**src/rtl/onehot_state_decoder.sv**
```systemverilog
// onehot_state_decoder: decodes and checks the 3-state one-hot bus.
// Optional ONEHOT_DEC_ARC_CHECK_EN enables forbidden-arc detection.
module onehot_state_decoder #(
  parameter int CNT_W = 8
) (
  input  logic             clock,
  input  logic             reset,
  input  logic [2:0]       st,
  input  logic             sample,
  output logic [1:0]       cur_idx,
  output logic [63:0]      cur_str,
  output logic             cur_valid,
  output logic [CNT_W-1:0] cnt_ab,
  output logic [CNT_W-1:0] cnt_bc,
  output logic [CNT_W-1:0] cnt_ca,
  output logic             illegal,
  output logic             bad_arc
);

  typedef enum logic {
    EMPTY,
    TRACK
  } mon_t;

  localparam logic [CNT_W-1:0] CNT_MAX = '1;
  localparam logic [63:0] STR_A   = 64'h00_41_5F_53_54_41_54_45;
  localparam logic [63:0] STR_B   = 64'h00_42_5F_53_54_41_54_45;
  localparam logic [63:0] STR_C   = 64'h00_43_5F_53_54_41_54_45;
  localparam logic [63:0] STR_ILL = 64'h00_49_4C_4C_45_47_41_4C;

  mon_t        state;
  logic        hot;
  logic [1:0]  nidx;
  logic [63:0] nstr;
  logic        inc_ab;
  logic        inc_bc;
  logic        inc_ca;
  logic        trk;

  // Decode the observed vector and classify the arc it would form.
  always_comb begin
    hot  = 1'b1;
    nidx = 2'd0;
    nstr = STR_ILL;
    unique case (st)
      3'b001: begin
        nidx = 2'd0;
        nstr = STR_A;
      end
      3'b010: begin
        nidx = 2'd1;
        nstr = STR_B;
      end
      3'b100: begin
        nidx = 2'd2;
        nstr = STR_C;
      end
      default: hot = 1'b0;
    endcase
    trk    = sample && hot && (state == TRACK);
    inc_ab = trk && cur_idx == 2'd0 && nidx == 2'd1;
    inc_bc = trk && cur_idx == 2'd1 && nidx == 2'd2;
    inc_ca = trk && cur_idx == 2'd2 && nidx == 2'd0;
  end

`ifdef ONEHOT_DEC_ARC_CHECK_EN
  logic bad;

  // Any tracked arc that is neither counted nor an A/C self-loop.
  always_comb begin
    bad = trk && !(inc_ab || inc_bc || inc_ca)
        && !(cur_idx == nidx && cur_idx != 2'd1);
  end

  // Sticky forbidden-arc flag.
  always_ff @(posedge clock) begin
    if (reset) begin
      bad_arc <= 1'b0;
    end else if (bad) begin
      bad_arc <= 1'b1;
    end
  end
`else
  assign bad_arc = 1'b0;
`endif

  // Monitor FSM with registered decode, counters and illegal flag.
  always_ff @(posedge clock) begin
    if (reset) begin
      state     <= EMPTY;
      cur_idx   <= 2'd0;
      cur_str   <= 64'd0;
      cur_valid <= 1'b0;
      cnt_ab    <= '0;
      cnt_bc    <= '0;
      cnt_ca    <= '0;
      illegal   <= 1'b0;
    end else if (sample) begin
      cur_str <= nstr;
      if (hot) begin
        state     <= TRACK;
        cur_idx   <= nidx;
        cur_valid <= 1'b1;
      end else begin
        state     <= EMPTY;
        cur_valid <= 1'b0;
        illegal   <= 1'b1;
      end
      if (inc_ab && cnt_ab != CNT_MAX) begin
        cnt_ab <= cnt_ab + 1'b1;
      end
      if (inc_bc && cnt_bc != CNT_MAX) begin
        cnt_bc <= cnt_bc + 1'b1;
      end
      if (inc_ca && cnt_ca != CNT_MAX) begin
        cnt_ca <= cnt_ca + 1'b1;
      end
    end
  end

endmodule

```
**config.mk**
```make
export PLATFORM = sky130hd
export DESIGN_NAME = onehot_state_decoder
export DESIGN_NICKNAME = d
export VERILOG_FILES = /design/src/rtl/onehot_state_decoder.sv
export SDC_FILE = /design/constraint.sdc
export NUM_CORES = 1
export LEC_CHECK = 0
export ABC_AREA = 1
export CORE_ASPECT_RATIO = 2
export CORE_MARGIN = 8
export CORE_UTILIZATION = 43
export CTS_CLUSTER_DIAMETER = 80
export DETAILED_ROUTE_END_ITERATION = 6
export PLACE_DENSITY = 0.92
export SKIP_CTS_REPAIR_TIMING = 1
export SKIP_LAST_GASP = 1
export SYNTH_ARGS = -nofsm -noshare
export SYNTH_HDL_FRONTEND = slang
export SYNTH_SLANG_ARGS = --single-unit
```
**constraint.sdc**
```tcl
create_clock -name clock -period 2.1 [get_ports clock]
set_input_delay 0.21 -clock clock [delete_from_list [all_inputs] [get_ports clock]]
set_output_delay 0.21 -clock clock [all_outputs]
set_load 0.01 [all_outputs]
```
==> impl_metrics.py, run 1 <==
metrics = {
    "grt": {
        "grt_pass1_vias": 1671,
        "track_usage_pct": 11.9,
        "grt_pass1_wl_mm": 7.32,
        "grt_overflow": 0,
        "grt_max_degree": 20,
        "antenna_found_initial": 0,
    },
    "synth": {
        "synth_area_leaders": "dfxtp_1, buf_4, nand2_1",
        "ys_types": 30,
        "syn_avg_cell_area_sq_um": 7.25,
        "yosysTopAreaCellShare_pct": 31.4,
        "synth_cells": 290,
        "syn-cell-area_sq_um": 2100,
        "yosysSeqAreaShare_pct": 31.4,
        "yosysWarnings": 0,
        "yosys.area.top_type": "dfxtp_1",
        "ys_seq_elements": 33,
    },
    "die": {
        "ios": 99,
        "die_area_sq_um": 7520,
        "die-height_um": 115,
        "placementRows": 36,
        "core_sq_um": 4770,
        "start_util_pct": 44.0,
        "die_w_um": 65.4,
    },
    "sta": {
        "setup_tns_ps": 0,
        "worst_slack_ps": 440,
        "timing.fmax_mhz": 602,
        "slew_violations": 0,
        "setup_viol": 0,
        "grt_setup_unrepaired": "no",
        "finClkSkew_ps": 1.23,
        "hold_violations": 0,
        "finalCriticalPeriod_ps": 1660,
        "fin_crit_sh_pct": 79.1,
    },
    "critical_path": {
        "cp.required_ps": 1890,
        "cp.arrival_ps": 1450,
        "cp_slowest_cell": "clkdlybuf4s50_1",
        "path_class": "flop to output port",
        "path_buf_inv": 1,
        "cp_cell_sequence": "clkdlybuf4s50_1",
        "critPathMaxStageDelay_ps": 620,
        "cp-end-kind": "output port",
        "path_max_fanout": 13,
        "startpoint_type": "flop",
        "path_delay_family": "buffers and inverters",
    },
    "place": {
        "gp_congestion": 0.878,
        "hpwl_mm": 3.61,
        "io_buffers": 65,
        "place_inst": 381,
        "post-place-ws_ps": 262,
    },
    "outcome": {
        "status": "completed",
    },
    "drt": {
        "drcViolationCount": 0,
        "wl_met2_mm": 2.17,
        "num_vias": 1801,
        "via_per_inst": 4.64,
        "wl_met3_um": 409,
        "initialDrtViolationCount": 82,
        "firstDrtPassIters": 4,
        "wl_mm": 4.67,
        "routed.top_layer": "met4",
        "routedWlPerCell_um": 12.0,
        "wl_met1_mm": 2.02,
        "antenna_left": 0,
    },
    "flow_run": {
        "drv_cap": 0,
    },
    "final_layout": {
        "nFillCells": 491,
        "final_cell_mix": "clkdlybuf4s50_1, nand2_1, nor2_1",
        "seqCellArea_sq_um": 661,
        "fin_cells": 388,
        "layout-drive-gt1-share_pct": 5.14,
        "n_antenna_cell": 0,
        "area_delta_synth_final_pct": 22.0,
        "final_common_cell": "clkdlybuf4s50_1",
        "multi_input_area_sq_um": 1000,
        "nets": 340,
    },
    "cts": {
        "cts.htree.levels": 2,
        "ctsRootBufferMaster": "clkbuf_8",
        "worst_skew_pair.late_latency_ps": 290,
        "clk_pin_slew_ps": 60,
        "cts_buffer_depth": 2,
        "numCtsBuffers": 5,
        "cts_sinks": 33,
        "cts_tree": "built",
    },
    "min_path": {
        "min-delay-path-class": "flop to flop",
    },
    "pwr": {
        "p_leak_nw": 1.08,
        "power_density_nw_per_um2": 527,
        "irDropWorstVdd_mv": 0.472,
    },
}
## layout make-up
cell class | instances | area share (%)
repair buffers | 68 | 26.3
flip-flops and latches | 33 | 25.8
multi-input cells | 205 | 39.2
clock buffers | 7 | 3.37
inverters | 18 | 2.64
well taps | 57 | 2.78
## stage by stage
step	util, %	power, mW	hold WS, ps	cell area, sq um
6_report	53.7	1.35	456	2560
5_1_grt	53.7	1.41	503	2560
4_1_cts	53.7	1.36	457	2560
3_5_place_dp	51.9	0.882	447	2480
3_3_place_gp	51.9	0.877	437	2480
2_1_floorplan	-	0.856	374	2220
## metal layers
metal  track usage, %  up-vias
met1             13.0      813
li1                 -      908
met4             4.55        0
met3             4.59        8
met2             20.1       72
met5                0        -
## worst paths after layout
check	start	end	slack (ps)	cells past startpoint
setup / recovery	cur_str[46]$_SDFFE_PP0P_	cur_str[43]	440	1
hold / removal	illegal$_SDFFE_PP0P_	illegal$_SDFFE_PP0P_	460	2
setup reg to reg	cnt_ca[0]$_SDFFE_PP0P_	cnt_ca[1]$_SDFFE_PP0P_	550	8
hold reg to reg	illegal$_SDFFE_PP0P_	illegal$_SDFFE_PP0P_	460	2
## sequential cells by signal, indices dropped and copies added, names as in the netlist
name     count
cnt_bc       8
cnt_ca       8
cur_idx      2
cnt_ab       8
state        1
cur_str      5
illegal      1
## cell usage after synthesis (all sizes together)
library cell and count:
xor2 6, a21oi 23, clkbuf 3, nand3 10, and3 2, o21ai 10, nor3 4, inv 18
conb 1, nor2 38, nor3b 1, or2 1, nand2 61, ha 3, xnor2 6, nand4 5
nand3b 1, dfxtp 33, o211ai 1, buf 63
## kinds of logic after synthesis
family,Yosys count,synth area share (%)
compound gates,34,8.21
xor+xnor,12,5.00
fa+ha+maj,3,1.79
buf+inv,84,26.5
flops,33,31.4
other cells,1,0.178
simple gates,123,26.9
## power by group
part,switching [mW],internal (mW),total [mW]
clock,0.225,0.260,0.484
combinational,0.113,0.101,0.214
sequential,0.0163,0.637,0.654
total,0.354,0.998,1.35
Power figures use the tool's default switching activity.
==> inputs of run 2 (changes only) <==
Settings changed: CORE_UTILIZATION 43 to 41, PLACE_DENSITY 0.92 to 0.88.
Clock period 2.1 ns to 1.6 ns, I/O delays scaled along.
==> impl_metrics.py, run 2 (synthesized netlist as in run 1, its figures left out) <==
metrics = {
    "min_path": {
        "min-delay-path-class": "flop to flop",
        "holdPathStages": 2,
    },
    "critical_path": {
        "path_delay_family": "simple AND/OR/NAND/NOR gates",
        "path_max_fanout": 9,
        "cp-end-kind": "flop",
        "startpoint_type": "input port",
        "cp_slowest_cell": "clkdlybuf4s50_1",
        "critPathMaxStageDelay_ps": 490,
        "cp.arrival_ps": 1740,
        "cp_cell_sequence": "clkdlybuf4s50_1 -> nor2_2 -> nand2_2 -> nand3_2 -> nand3_4 -> buf_6 -> nor2_8 -> nand2_1 -> a21oi_1",
        "r2r_cells": 7,
        "crit_cells": 9,
        "path_buf_inv": 2,
        "path_class": "input port to flop",
        "cp.required_ps": 1820,
    },
    "die": {
        "placementRows": 37,
        "die_area_sq_um": 7810,
        "die-height_um": 117,
        "ios": 99,
        "die_w_um": 66.6,
        "start_util_pct": 41.7,
        "core_sq_um": 5050,
    },
    "final_layout": {
        "fin_util_pct": 52.7,
        "n_antenna_cell": 0,
        "fin_area_sq_um": 2660,
        "final_common_cell": "clkdlybuf4s50_1",
        "reg_top3": "cnt_ab (8), cnt_bc (8), cnt_ca (8)",
        "nets": 345,
        "final_cell_mix": "clkdlybuf4s50_1, nand2_1, nor2_1, conb_1, dfxtp_1",
        "nFillCells": 470,
        "layout-drive-gt1-share_pct": 8.90,
        "area_delta_synth_final_pct": 26.6,
    },
    "cts": {
        "cts.htree.levels": 2,
        "numCtsBuffers": 5,
        "cts_tree": "built",
        "cts_buffer_depth": 2,
        "worst_skew_pair.late_latency_ps": 290,
        "clk_pin_slew_ps": 70,
        "cts_sinks": 33,
        "ctsRootBufferMaster": "clkbuf_8",
    },
    "drt": {
        "initialDrtViolationCount": 76,
        "via_per_inst": 4.63,
        "drcViolationCount": 0,
        "num_vias": 1828,
        "firstDrtPassIters": 6,
        "antenna_left": 0,
        "wl_mm": 4.79,
        "routedWlPerCell_um": 12.1,
    },
    "sta": {
        "fin_crit_sh_pct": 95.4,
        "finClkSkew_ps": 5.85,
        "finalCriticalPeriod_ps": 1530,
        "hold_violations": 0,
        "grt_setup_unrepaired": "yes",
        "slew_violations": 0,
        "setup_viol": 0,
        "worst_slack_ps": 74.0,
        "timing.fmax_mhz": 655,
        "setup_tns_ps": 0,
    },
    "grt": {
        "track_usage_pct": 12.0,
        "grt_max_degree": 20,
        "grt_pass1_vias": 1748,
        "grt_overflow": 0,
        "grt_pass1_wl_mm": 7.67,
        "antenna_found_initial": 0,
    },
    "place": {
        "hpwl_mm": 3.67,
        "io_buffers": 65,
        "post-place-ws_ps": -233,
        "gp_congestion": 0.821,
        "place_area_sq_um": 2510,
    },
    "pwr": {
        "p_leak_nw": 1.12,
        "power_density_nw_per_um2": 734,
        "irDropWorstVdd_mv": 0.684,
    },
    "outcome": {
        "status": "completed",
    },
    "flow_run": {
        "drv_cap": 0,
    },
}
## run 2: worst paths after layout
kind | slack [ps] | start | to
worst max-delay path | 70 | st[1] | cnt_ca[3]$_SDFFE_PP0P_
worst max register to register | 150 | cur_idx[0]$_SDFFE_PP0N_ | cnt_bc[4]$_SDFFE_PP0P_
worst min-delay path | 460 | illegal$_SDFFE_PP0P_ | illegal$_SDFFE_PP0P_
worst min register to register | 460 | illegal$_SDFFE_PP0P_ | illegal$_SDFFE_PP0P_
## run 2: metal layers
layer | part of all wire [%] | global-route usage, % | up-vias
li1 | - | - | 916
met1 | 41 | 12.9 | 837
met2 | 48 | 20.3 | 66
met3 | 9.8 | 4.67 | 9
met4 | 1.3 | 4.16 | 0
met5 | 0 | 0 | -
## run 2: worst min-delay path, stage by stage (launching register included)
cell and delay [ps]:
dfxtp_1 310, inv_1 50, a21oi_1 50
## run 2: cell type report
type / instances / area, sq um / share of cell area, %
Tap cell: 58 / 72.6 / 2.73
Clock inverter: 1 / 30.0 / 1.13
Inverter: 18 / 67.6 / 2.54
Sequential cell: 33 / 664 / 25.0
Clock buffer: 7 / 86.3 / 3.24
Multi-Input combinational cell: 206 / 1020 / 38.4
Timing Repair Buffer: 72 / 719 / 27.0
## run 2: metrics by stage
stage	total power, mW	std cells	hold WS [ps]
after floorplan	1.12	322	324
after global placement	1.16	385	440
after detailed placement	1.16	385	454
after CTS	1.97	393	464
after global routing	2.04	395	479
final	1.95	395	458
## run 2: power breakdown
group          leakage (nW)  total [mW]  internal, mW  switching (mW)
Clock                0.0585       0.805         0.507           0.298
Sequential            0.269       0.858         0.837          0.0210
Combinational         0.797       0.291         0.139           0.152
